File: config.mk
export PLATFORM = sky130hd
export DESIGN_NAME = const_div113_seq
export DESIGN_NICKNAME = d
export VERILOG_FILES = /design/src/rtl/const_div113_seq.sv
export SDC_FILE = /design/constraint.sdc
export NUM_CORES = 1
export LEC_CHECK = 0
export ABC_AREA = 1
export BUFFER_PORTS_ARGS = -buffer_cell sky130_fd_sc_hd__buf_2
export CAP_MARGIN = 20
export CORE_MARGIN = 2
export CORE_UTILIZATION = 40
export DETAILED_ROUTE_END_ITERATION = 8
export GPL_ROUTABILITY_DRIVEN = 0
export PLACE_DENSITY = 0.64
export SETUP_SLACK_MARGIN = 0.5
export SLEW_MARGIN = 20
export SYNTH_ARGS = -nofsm -noshare
export SYNTH_HDL_FRONTEND = slang
export SYNTH_SLANG_ARGS = --single-unit
File: constraint.sdc
create_clock -name clk -period 5.75 [get_ports clk]
set_input_delay 0 -clock clk [delete_from_list [all_inputs] [get_ports clk]]
set_output_delay 0 -clock clk [all_outputs]
set_load 0.01 [all_outputs]
File: src/rtl/const_div113_seq.sv
// Digit-serial unsigned divide of a DATA_W-bit dividend by the constant DIVISOR, one DIGIT_W digit per cycle, MSB first.
// Build macro CONST_DIV_REM_OUT_EN exposes the final remainder on out_remainder; otherwise it is tied to 0.
module const_div113_seq #(
  parameter int DIVISOR = 113,
  parameter int DATA_W  = 60,
  parameter int DIGIT_W = 6
) (
  input  logic              clk,
  input  logic              rst,
  input  logic              in_valid,
  output logic              in_ready,
  input  logic [DATA_W-1:0] in_dividend,
  output logic              out_valid,
  input  logic              out_ready,
  output logic [DATA_W-1:0] out_quotient,
  output logic [6:0]        out_remainder,
  output logic              busy
);

  localparam int NDIG  = DATA_W / DIGIT_W;
  localparam int CNT_W = (NDIG > 1) ? $clog2(NDIG) : 1;

  typedef enum logic [1:0] {
    IDLE,
    RUN,
    DONE
  } state_t;

  state_t              state_q, state_d;
  logic [DATA_W-1:0]   div_q, div_d;
  logic [DATA_W-1:0]   quo_q, quo_d;
  logic [6:0]          rem_q, rem_d;
  logic [CNT_W-1:0]    cnt_q, cnt_d;
  logic [DIGIT_W-1:0]  qd;
  logic [6:0]          r_next;

  // One digit step as a restoring shift-subtract chain; acc stays below DIVISOR between bits.
  always_comb begin
    logic [7:0] acc;
    acc = {1'b0, rem_q};
    qd  = '0;
    for (int i = DIGIT_W - 1; i >= 0; i--) begin
      acc = {acc[6:0], div_q[DATA_W-DIGIT_W+i]};
      if (acc >= 8'(DIVISOR)) begin
        acc   = acc - 8'(DIVISOR);
        qd[i] = 1'b1;
      end
    end
    r_next = acc[6:0];
  end

  always_comb begin
    state_d = state_q;
    div_d   = div_q;
    quo_d   = quo_q;
    rem_d   = rem_q;
    cnt_d   = cnt_q;
    case (state_q)
      IDLE: begin
        if (in_valid) begin
          div_d   = in_dividend;
          quo_d   = '0;
          rem_d   = '0;
          cnt_d   = '0;
          state_d = RUN;
        end
      end
      RUN: begin
        div_d = div_q << DIGIT_W;
        quo_d = {quo_q[DATA_W-DIGIT_W-1:0], qd};
        rem_d = r_next;
        cnt_d = cnt_q + CNT_W'(1);
        if (cnt_q == CNT_W'(NDIG - 1)) begin
          cnt_d   = '0;
          state_d = DONE;
        end
      end
      DONE: begin
        if (out_ready) begin
          state_d = IDLE;
        end
      end
      default: state_d = IDLE;
    endcase
  end

  always_ff @(posedge clk or posedge rst) begin
    if (rst) begin
      state_q <= IDLE;
      div_q   <= '0;
      quo_q   <= '0;
      rem_q   <= '0;
      cnt_q   <= '0;
    end else begin
      state_q <= state_d;
      div_q   <= div_d;
      quo_q   <= quo_d;
      rem_q   <= rem_d;
      cnt_q   <= cnt_d;
    end
  end

  assign in_ready     = (state_q == IDLE);
  assign out_valid    = (state_q == DONE);
  assign busy         = (state_q == RUN);
  assign out_quotient = quo_q;

`ifdef CONST_DIV_REM_OUT_EN
  assign out_remainder = rem_q;
`else
  assign out_remainder = 7'd0;
`endif

endmodule

# ---- Word-level counts from Yosys, hierarchy flattened
# Cells that the tools add are included.
dict set report word_totals {
  ff_bits 133
  inputBits 64
  output_inout_bits 70
}
dict set report classes {
  add_sub_neg 7
  magnitude_cmp 6
  n_eq_ne 6
  mux 25
  reduce_logical 4
}
# cell count
set op_table {}
lappend op_table {{60-bit case mux with 2 select lines} 2}
lappend op_table {{60-bit two-way mux} 2}
lappend op_table {{7-bit two-way mux} 7}
lappend op_table {{8-bit by 7-bit >= comparator with 1-bit output, second input constant} 6}
lappend op_table {{7-bit subtractor, second input constant} 6}
lappend op_table {{7-bit case mux with 2 select lines} 1}
lappend op_table {{4-bit two-way mux} 2}
lappend op_table {{4-bit case mux with 2 select lines} 1}
lappend op_table {{1-bit two-way mux} 6}
lappend op_table {{2-bit two-way mux} 3}
lappend op_table {{2-bit case mux with 3 select lines} 1}
lappend op_table {{4-bit by 1-bit adder with 4-bit output, second input constant} 1}
lappend op_table {{4-bit equality test, second input constant} 1}
lappend op_table {{2-bit by 1-bit != test with 1-bit output, second input constant} 2}
lappend op_table {{3-bit AND reduction} 1}
lappend op_table {{2-bit by 1-bit equality test with 1-bit output, second input constant} 1}
lappend op_table {{2-bit equality test, second input constant} 1}
lappend op_table {{2-bit zero test} 1}
lappend op_table {{2-bit != test, second input constant} 1}
lappend op_table {{2-bit AND reduction} 1}
lappend op_table {{2-bit nonzero test} 1}

# ---- Longest topological paths before layout
# Gate-level depths: netlist of run 1.
dict set report depth {
  depth_word 13
  ltp_mapped 47
  ltp_nobuf 47
}

# ---- Worst setup path after synthesis of run 1
# Ideal clock, no wire load.
dict set report synth_timing {
  kind {reg2reg}
  start {reg div_q[59]}
  end {reg rem_q[5]}
  setup_ns 0.117
  arrival_time_ns 5.136
  t_required_ns 5.633
  setup_slack_ns 0.497
  path_stages_with_launch 41
  synth_period_minus_slack_ns 5.253
  cell_sequence {dfrtp_1 -> inv_1 -> ha_1 -> nand3_2 -> nand2_4 -> nand2_8 -> xor2_2 -> inv_1 -> ha_1 -> nand4_2 -> nand2_4 -> nand2_4 -> nand2_1 -> nand2_1 -> inv_1 -> ha_1 -> nand4_2 -> nand2_4 -> [5 not listed] -> nand4_2 -> nand2_4 -> nand2_4 -> xor2_1 -> ha_1 -> nand4_2 -> nand2_4 -> nand2_4 -> buf_12 -> nand2_1 -> nand2_1 -> ha_1 -> nand4_2 -> nand2_4 -> nand2_4 -> nand2_1 -> nand3_1 -> nand2_1}
}
dict set report synth_via {
  elab_chain_len 13
}
# item line
set synth_rtl {}
lappend synth_rtl {{start: declaration} 30} ;# logic [DATA_W-1:0] div_q, div_d;
lappend synth_rtl {{start signal: assignment} 96} ;# div_q <= div_d;
lappend synth_rtl {{7-bit subtractor / 8-bit by 7-bit >= comparator with 1-bit output (equally long branches)} {45, 44}}
lappend synth_rtl {{7-bit two-way mux *} 44} ;# if (acc >= 8'(DIVISOR)) begin
lappend synth_rtl {{7-bit subtractor / 8-bit by 7-bit >= comparator with 1-bit output (equally long branches)} {45, 44}}
lappend synth_rtl {{7-bit two-way mux *} 44}
lappend synth_rtl {{7-bit subtractor / 8-bit by 7-bit >= comparator with 1-bit output (equally long branches)} {45, 44}}
lappend synth_rtl {{7-bit two-way mux *} 44}
lappend synth_rtl {{7-bit subtractor / 8-bit by 7-bit >= comparator with 1-bit output (equally long branches)} {45, 44}}
lappend synth_rtl {{7-bit two-way mux *} 44}
lappend synth_rtl {{7-bit subtractor / 8-bit by 7-bit >= comparator with 1-bit output (equally long branches)} {45, 44}}
lappend synth_rtl {{7-bit two-way mux *} 44}
lappend synth_rtl {{7-bit subtractor / 8-bit by 7-bit >= comparator with 1-bit output (equally long branches)} {45, 44}}
lappend synth_rtl {{7-bit two-way mux *} 44}
lappend synth_rtl {{7-bit case mux with 2 select lines *} 58} ;# case (state_q)
lappend synth_rtl {{end signal: assignment} 98} ;# rem_q <= rem_d;
lappend synth_rtl {{end: declaration} 32} ;# logic [6:0] rem_q, rem_d;
# Every way passes the cells marked *; elsewhere a longest branch is shown, timed or not.
# A chain may end at the register's enable or synchronous reset.

# ---- Worst setup path after layout of run 1
dict set report layout_timing {
  start {reg rem_q[0]}
  end {reg rem_q[5]}
}
dict set report layout_via {
  elab_chain_len 13
}
# item line
set layout_rtl {}
lappend layout_rtl {{7-bit subtractor / 8-bit by 7-bit >= comparator with 1-bit output (equally long branches)} {45, 44}}
lappend layout_rtl {{7-bit two-way mux *} 44}
lappend layout_rtl {{7-bit subtractor / 8-bit by 7-bit >= comparator with 1-bit output (equally long branches)} {45, 44}}
lappend layout_rtl {{7-bit two-way mux *} 44}
lappend layout_rtl {{7-bit subtractor / 8-bit by 7-bit >= comparator with 1-bit output (equally long branches)} {45, 44}}
lappend layout_rtl {{7-bit two-way mux *} 44}
lappend layout_rtl {{7-bit subtractor / 8-bit by 7-bit >= comparator with 1-bit output (equally long branches)} {45, 44}}
lappend layout_rtl {{7-bit two-way mux *} 44}
lappend layout_rtl {{8-bit by 7-bit >= comparator with 1-bit output / 7-bit subtractor (equally long branches)} {44, 45}}
lappend layout_rtl {{7-bit two-way mux *} 44}
lappend layout_rtl {{7-bit subtractor / 8-bit by 7-bit >= comparator with 1-bit output (equally long branches)} {45, 44}}
lappend layout_rtl {{7-bit two-way mux *} 44}
lappend layout_rtl {{7-bit case mux with 2 select lines *} 58}
# Marks and branches as above.

==> metrics, run 1 <==
count of boundary I/O pins 134; standard cell with the maximum stage delay on the critical path sky130_fd_sc_hd__dfrtp_1; EDFF count, synth 0; maximum fanout along the worst path 7; clk root buf sky130_fd_sc_hd__clkbuf_16; Congestion Overflow GR 0; clock-pin slew on the worst setup and hold paths 0.06 ns; Avg Vias per Cell 5.00; Post-Synthesis Cell Area 7200 µm²; pin slew with the least headroom to its limit 0.981 ns; count of TritonRoute iterations in the first routing pass 6; leading cell type in the layout, fill and taps excluded sky130_fd_sc_hd__nand2_1; final WL 19.5 mm; number of global-route vias before repair 6537; Final nets 1160; CTS H-tree depth 4; cell type with the highest occurrence count on the critical path sky130_fd_sc_hd__nand2_4; average wire per standard cell 14.7 µm; GRT Resource Usage Total 19.7%; number of buffers added by the clock tree synthesis step 17; horizontal extent of the die 138 µm; Async SR Flop Fraction 100%; critical path startpoint category register; source-to-sink clock delay at the later pin of the worst-skew pair 0.41 ns; fraction of the yosys area taken by sequential cells 46.2%; pin count of the biggest net entering global routing 73; critical setup path kind reg -> reg; count of inserted antenna diode cells 0; Hold Path Class in -> reg; signal arrival time at the worst endpoint 5.43 ns; number of DRC markers in iteration 0 400; fraction of final layout cells sized beyond drive strength 1 31.2%; run status finished, final reports clean; Max clock buf depth 2; Yosys cell types 39; starting utilization of the core area 40.4%; critical path required time 6.09 ns; count of antenna-violating nets left after detailed routing 0; CP max stage delay 0.37 ns; setup violators final 0; final cell count without fillers 1324; Worst Setup End Kind register; commonest non-fill, non-tap cells in the layout sky130_fd_sc_hd__nand2_1 (140), sky130_fd_sc_hd__dfrtp_1 (133), sky130_fd_sc_hd__buf_2 (126), sky130_fd_sc_hd__inv_1 (83), sky130_fd_sc_hd__dlygate4sd3_1 (68); routed vias 6615; fin crit share 88.5%; time the worst path needs with I/O delays and setup 5.09 ns; final worst clock skew 0.00983 ns; Final Hold Violating Endpoints 0; Max Fclk 0.196 GHz; count of buffers from port buffering 126; clock net sink count 133; count of standard-cell rows 49; mean post-synth cell area 8.39 µm²; Inst Count DP 1181; detailed-placement wirelength estimate 12.0 mm; first-pass GRT wire length 31.7 mm; chip height 138 µm; flip-flop and latch count after synthesis 133; Primary FF master, synth sky130_fd_sc_hd__dfrtp_1; setup repair after global routing missed its margin no; MaxCap Viol Count 0; residual DRC count 0; layout filler cell count 1581; initial antenna violation count 0; Final Slew Violations 0; Slew Limit Headroom 34.5%; core outline area 17800 µm²; post-synthesis cell count 858; Synth Warn # 0; area of the die 19100 µm²; clock tree from TritonCTS done; synthesis-to-layout area growth 38.0%
## layout make-up
type / instances / area (µm²) / share of cell area, %
multi-input cells: 576 / 3530 / 35.6
flip-flops and latches: 133 / 3330 / 33.5
repair buffers: 243 / 1720 / 17.3
clock buffers: 20 / 457 / 4.59
inverters: 111 / 440 / 4.43
well taps: 229 / 287 / 2.88
clock inverters: 12 / 176 / 1.77
## synth_stat cells, drive strengths merged, types with 2 or more instances
cell / n / area, µm²
nand2: 205 / 1020
dfrtp: 133 / 3330
inv: 110 / 420
nor2: 74 / 330
o21ai: 65 / 340
o22ai: 61 / 382
a21oi: 59 / 295
nand3: 47 / 245
clkbuf: 34 / 128
ha: 14 / 175
nand4: 13 / 143
buf: 11 / 103
xor2: 11 / 111
a32o: 6 / 60.1
xnor2: 4 / 53.8
a31oi: 2 / 12.5
nor3: 2 / 10.0
## critical path, delay by kind of cell, from the launching register on
kind / cells / cell delay, ns
XOR/XNOR: 1 / 0.19
adder cells (fa/ha/maj): 5 / 0.86
AND/OR/NAND/NOR: 29 / 2.63
flip-flops: 1 / 0.37
buffers and inverters: 12 / 0.95
## timing repair
item | CTS | global route
setup endpoints to repair | 8 | 8
gates resized for setup | 16 | 47
hold buffers | 68 | 0
pin swaps | 2 | 27
gates cloned | 0 | 2
buffers inserted | 3 | 38
hold endpoints to repair | 132 | 0
## state kept, by name (all words and copies together), names as in the netlist
name          flops
state_q           2
div_q            60
rem_q             7
cnt_q             4
out_quotient     60
## worst paths after layout
check / start / end / slack [ns] / cells after the start
setup reg to reg: rem_q[0] / rem_q[5] / 0.66 / 47
hold / removal: in_valid / state_q[1] / 0.14 / 3
setup / recovery: rem_q[0] / rem_q[5] / 0.66 / 47
min in group asynchronous: rst / out_quotient[25] / 0.25 / 3
hold reg to reg: div_q[39] / div_q[39] / 0.49 / 2
max in group asynchronous: rst / div_q[54] / 4.23 / 4
## cells by family (layout without fill, tap and decap cells)
logic type,count (synthesis),after routing,synth area share (%)
AO/OA/AOI/OAI,196,196,15.4
XOR/XNOR,15,15,2.29
adder cells (fa/ha/maj),14,14,2.43
buffers and inverters,156,386,9.09
flip-flops,133,133,46.2
other,1,7,0.0521
AND/OR/NAND/NOR,343,344,24.5
## metal layers
metal | vias to the layer above | global-route usage (%) | wire, µm
met2 | 144 | 34.9 | 10200
met1 | 3186 | 25.4 | 8400
li1 | 3262 | - | -
met3 | 23 | 3.36 | 572
met4 | 0 | 4.78 | 283
met5 | - | 0 | 0
## per-stage QoR
| stage | setup slack, ns | hold slack [ns] | TNS [ns] | cell area [µm²] | utilization, % |
|---|---|---|---|---|---|
| final | 0.661 | 0.141 | 0 | 9940 | 55.7 |
| after global routing | 0.316 | 0.197 | 0 | 9940 | 55.7 |
| after CTS | 0.522 | 0.125 | 0 | 9400 | 52.7 |
| after detailed placement | -0.0676 | 0.165 | -0.334 | 7990 | 44.8 |
| after global placement | 0.155 | 0.156 | 0 | 7990 | 44.8 |
| after floorplan | 0.506 | 0.162 | 0 | 7230 | - |
Power of run 1 is not shown: default switching activity piles up to over one toggle a cycle in this logic, so the estimate is an artifact.
==> run 2: changes to the inputs <==
Settings changed: CORE_UTILIZATION 40 to 35, PLACE_DENSITY 0.64 to 0.58.
==> run 2 against run 1 <==
Compared with the run above: first-iteration DRC count increased by 3.8%; clock skew decreased by 0.0030 ns; sequential share of layout area increased by 0.13 points; clock-buffer cell count decreased by 1; critical endpoint is now rem_q[1].
==> metrics, run 2 (synthesized netlist as in run 1, its figures left out) <==
clk root buf sky130_fd_sc_hd__clkbuf_16; horizontal extent of the die 147 µm; pin count of the biggest net entering global routing 70; standard cell with the maximum stage delay on the critical path sky130_fd_sc_hd__dfrtp_1; fraction of final layout cells sized beyond drive strength 1 30.8%; number of buffers added by the clock tree synthesis step 17; source-to-sink clock delay at the later pin of the worst-skew pair 0.41 ns; average wire per standard cell 14.3 µm; Worst Reg-to-Reg Cells 46; count of TritonRoute iterations in the first routing pass 4; Max Fclk 0.200 GHz; pin slew with the least headroom to its limit 0.867 ns; Avg Vias per Cell 4.74; Worst Setup End Kind register; number of global-route vias before repair 6184; Max clock buf depth 2; GRT Resource Usage Total 17.4%; Final Slew Violations 0; area of the die 21700 µm²; final WL 19.4 mm; Final nets 1151; Post-Route Setup TNS 0 ns; initial antenna violation count 0; residual DRC count 0; end of the worst register-to-register path rem_q[1]; count of standard-cell rows 52; MaxCap Viol Count 0; clock tree from TritonCTS done; critical path required time 6.10 ns; commonest non-fill, non-tap cells in the layout sky130_fd_sc_hd__nand2_1 (144), sky130_fd_sc_hd__dfrtp_1 (133), sky130_fd_sc_hd__buf_2 (126), sky130_fd_sc_hd__inv_1 (81), sky130_fd_sc_hd__dlygate4sd3_1 (68); time the worst path needs with I/O delays and setup 5.01 ns; leading cell type in the layout, fill and taps excluded sky130_fd_sc_hd__nand2_1; reg2reg setup slack 0.74 ns; clock-pin slew on the worst setup and hold paths 0.06 ns; core outline area 20200 µm²; critical path startpoint category register; setup repair after global routing missed its margin no; CTS H-tree depth 4; maximum fanout along the worst path 8; Crit. Startpoint rem_q[0]; run status finished, final reports clean; chip height 147 µm; Hold Path Class in -> reg; count of inserted antenna diode cells 0; count of buffers from port buffering 126; first-pass GRT wire length 30.8 mm; detailed-placement wirelength estimate 12.0 mm; Final Hold Violating Endpoints 0; count of boundary I/O pins 134; fin crit share 87.1%; cell type with the highest occurrence count on the critical path sky130_fd_sc_hd__nand2_4; count of antenna-violating nets left after detailed routing 0; worst hold endpoint state_q[1]; signal arrival time at the worst endpoint 5.36 ns; placed cell area 8050 µm²; CP max stage delay 0.39 ns; Cells on Worst Hold Path 3; final instance area 9900 µm²; final worst clock skew 0.00684 ns; Congestion Overflow GR 0; setup violators final 0; Slew Limit Headroom 42.2%; Reg-to-Reg Start rem_q[0]; routed vias 6434; worst hold start in_valid; starting utilization of the core area 35.6%; critical setup path kind reg -> reg; synthesis-to-layout area growth 37.5%; clock net sink count 133; number of DRC markers in iteration 0 415
-- run 2: changes by cell type in the layout (fill, tap and decap cells not counted), moves of 2 or more --
cell / change
sky130_fd_sc_hd__buf_4: -10
sky130_fd_sc_hd__buf_6: +3
sky130_fd_sc_hd__ha_1: -2
sky130_fd_sc_hd__ha_4: +2
sky130_fd_sc_hd__inv_1: -2
sky130_fd_sc_hd__inv_2: +4
sky130_fd_sc_hd__inv_4: -2
sky130_fd_sc_hd__nand2_1: +4
sky130_fd_sc_hd__nand2_2: +2
sky130_fd_sc_hd__nand2_4: -5
sky130_fd_sc_hd__nand2_8: -2
sky130_fd_sc_hd__nand3_2: +2
sky130_fd_sc_hd__nand4_2: -3
sky130_fd_sc_hd__nand4_4: +3
-- run 2: area by class of cell --
type                       count  area, µm²
fill                        1927      10300
multi-input combinational    575       3520
sequential                   133       3330
timing repair buffer         235       1660
clock buffer                  19        443
inverter                     111        435
tap                          270        338
clock inverter                13        180
-- run 2: metal layers --
layer / track usage (%) / vias up / wire length [µm]
met5: 0 / - / 0
met4: 5.29 / 0 / 261
met3: 3.52 / 21 / 650
met2: 29.1 / 126 / 9630
met1: 22.9 / 3045 / 8850
li1: - / 3242 / -
-- run 2: what timing repair did --
item,CTS,global route
resized for setup,12,49
endpoints found under the setup margin,8,8
hold endpoints to repair,127,0
hold buffers,68,0
pin swaps,3,26
cloned,0,1
setup buffers,3,29
-- run 2: stage by stage --
stage	setup WS (ns)	hold slack, ns	cells	utilization, %
after floorplan	0.506	0.162	864	-
after global placement	0.266	0.141	1223	39.8
after detailed placement	0.0525	0.136	1223	39.8
after global routing	0.385	0.135	1356	48.9
after CTS	0.502	0.116	1326	46.6
final	0.742	0.132	1356	48.9
-- run 2: how the worst max path moves through the flow --
stage	to	slack (ns)	depth (start not counted)
5_1_grt	rem_q[5]	0.39	46
4_1_cts	rem_q[2]	0.50	44
2_1_floorplan	rem_q[5]	0.51	40
3_5_place_dp	rem_q[5]	0.05	40
6_report	rem_q[1]	0.74	46
3_3_place_gp	rem_q[5]	0.27	40
-- run 2: worst max-delay path, delay by kind of cell, from the launching register on --
family | cells | cell delay, ns
DFF | 1 | 0.39
xor gates and xnor gates | 2 | 0.41
and+or+nand+nor | 27 | 2.35
buffers and inverters | 12 | 0.90
adders and majority gates | 5 | 0.86
Power of run 2 is left out for the same reason.
==> run 3: changes to the inputs <==
Settings changed: PLACE_DENSITY 0.58 to 0.6.
Clock period 5.75 ns to 4.5 ns, I/O delays scaled along.
==> run 3 against run 2 <==
Compared with the run above: via count rose by 4.4%; global-route usage rose by 1.1 points; the flow now finishes with violations (setup timing); clock skew rose by 0.0031 ns; critical path depth fell by 5; hold slack improved by 0.0014 ns; maximum frequency rose by 7.2%.
==> metrics, run 3 (synthesized netlist as in run 1, its figures left out) <==
MaxCap Viol Count 0; source-to-sink clock delay at the later pin of the worst-skew pair 0.43 ns; pin count of the biggest net entering global routing 87; placed cell area 8830 µm²; critical path required time 4.81 ns; fraction of final layout cells sized beyond drive strength 1 37.0%; core outline area 20200 µm²; Avg Vias per Cell 4.70; Final Slew Violations 0; Max Fclk 0.214 GHz; Final nets 1223; clock net sink count 133; leading cell type in the layout, fill and taps excluded sky130_fd_sc_hd__nand2_1; clk root buf sky130_fd_sc_hd__clkbuf_16; final worst clock skew 0.00997 ns; Hold Path Class in -> reg; fin crit share 104%; clock tree from TritonCTS done; GRT Resource Usage Total 18.5%; final worst-path setup slack -0.173 ns; count of antenna-violating nets left after detailed routing 0; run status finished with violations; pin slew with the least headroom to its limit 0.793 ns; Hold Slack 0.134 ns; horizontal extent of the die 147 µm; number of DRC markers in iteration 0 294; standard cell with the maximum stage delay on the critical path sky130_fd_sc_hd__dfrtp_1; critical setup path kind reg -> reg; detailed-placement wirelength estimate 12.7 mm; violations in the final reports setup timing; clock-pin slew on the worst setup and hold paths 0.06 ns; final WL 19.8 mm; average wire per standard cell 13.9 µm; number of buffers added by the clock tree synthesis step 17; number of global-route vias before repair 6724; chip height 147 µm; count of buffers from port buffering 126; setup violators final 8; area of the die 21700 µm²; critical path startpoint category register; first-pass GRT wire length 32.5 mm; CTS H-tree depth 4; Congestion Overflow GR 0; count of inserted antenna diode cells 0; cell type with the highest occurrence count on the critical path sky130_fd_sc_hd__nand2_4; signal arrival time at the worst endpoint 4.98 ns; routed vias 6716; maximum fanout along the worst path 7; CP max stage delay 0.42 ns; setup repair after global routing missed its margin yes; starting utilization of the core area 35.6%; Final Hold Violating Endpoints 0; Post-Route Setup TNS -1.09 ns; residual DRC count 0; count of boundary I/O pins 134; time the worst path needs with I/O delays and setup 4.67 ns; Slew Limit Headroom 47.1%; count of TritonRoute iterations in the first routing pass 5; count of standard-cell rows 52; final instance area 10600 µm²; synthesis-to-layout area growth 47.8%; commonest non-fill, non-tap cells in the layout sky130_fd_sc_hd__nand2_1 (137), sky130_fd_sc_hd__dfrtp_1 (133), sky130_fd_sc_hd__buf_2 (126), sky130_fd_sc_hd__buf_4 (105), sky130_fd_sc_hd__inv_1 (78); Max clock buf depth 2; Worst Setup End Kind register; initial antenna violation count 0
[run 3: cell count changes in the layout (fill, tap and decap cells not counted), moves of 5 or more]
cell                      delta
sky130_fd_sc_hd__buf_4      +69
sky130_fd_sc_hd__buf_6       +5
sky130_fd_sc_hd__nand2_1     -7
sky130_fd_sc_hd__nand2_4    +10
sky130_fd_sc_hd__nand3_1     -5
[run 3: routing by layer]
| layer | GRT usage, % | up-vias | share of wire [%] |
|---|---|---|---|
| met5 | 0 | - | 0 |
| met4 | 5.05 | 0 | 1.3 |
| met3 | 3.49 | 24 | 3.1 |
| met2 | 31.5 | 111 | 50 |
| met1 | 24.3 | 3195 | 45 |
| li1 | - | 3386 | - |
[run 3: stage by stage]
stage / setup WS, ns / utilization (%) / instances
4_1_cts: -0.165 / 51.4 / 1419
2_1_floorplan: -0.146 / - / 864
3_3_place_gp: -0.0795 / 43.6 / 1301
6_report: -0.173 / 52.6 / 1428
3_5_place_dp: -0.202 / 43.6 / 1301
5_1_grt: -0.454 / 52.6 / 1428
[run 3: path summary, 6_finish.rpt]
check	startpoint	slack, ns	end	depth (start not counted)
max reg2reg	div_q[59]	-0.17	rem_q[3]	41
min in group asynchronous	rst	0.29	out_quotient[21]	3
max in group asynchronous	rst	3.07	div_q[53]	4
min reg2reg	cnt_q[3]	0.49	cnt_q[3]	1
min	in_valid	0.13	state_q[1]	3
max	div_q[59]	-0.17	rem_q[3]	41
[run 3: timing repair]
action                                  4_1_cts  5_1_grt
endpoints found under the hold margin       146        0
endpoints found under the setup margin        9        9
hold buffers                                 68        0
pin swaps                                    19       31
resized for setup                            21       40
setup buffers                                18        9
[run 3: final cells by class]
cell class | count | area [µm²]
clock buffer | 17 | 425
clock inverter | 15 | 226
fill | 1823 | 9590
inverter | 111 | 443
multi-input combinational | 575 | 3690
sequential | 133 | 3330
tap | 270 | 338
timing repair buffer | 307 | 2190
[run 3: worst max-delay path: cells and delay by family, from the launching register on]
family,cells,cell delay [ns]
fa+ha+maj,5,0.81
xor+xnor,3,0.57
flops,1,0.42
simple gates,25,2.12
buf+inv,8,0.62
Power of run 3 is left out for the same reason.
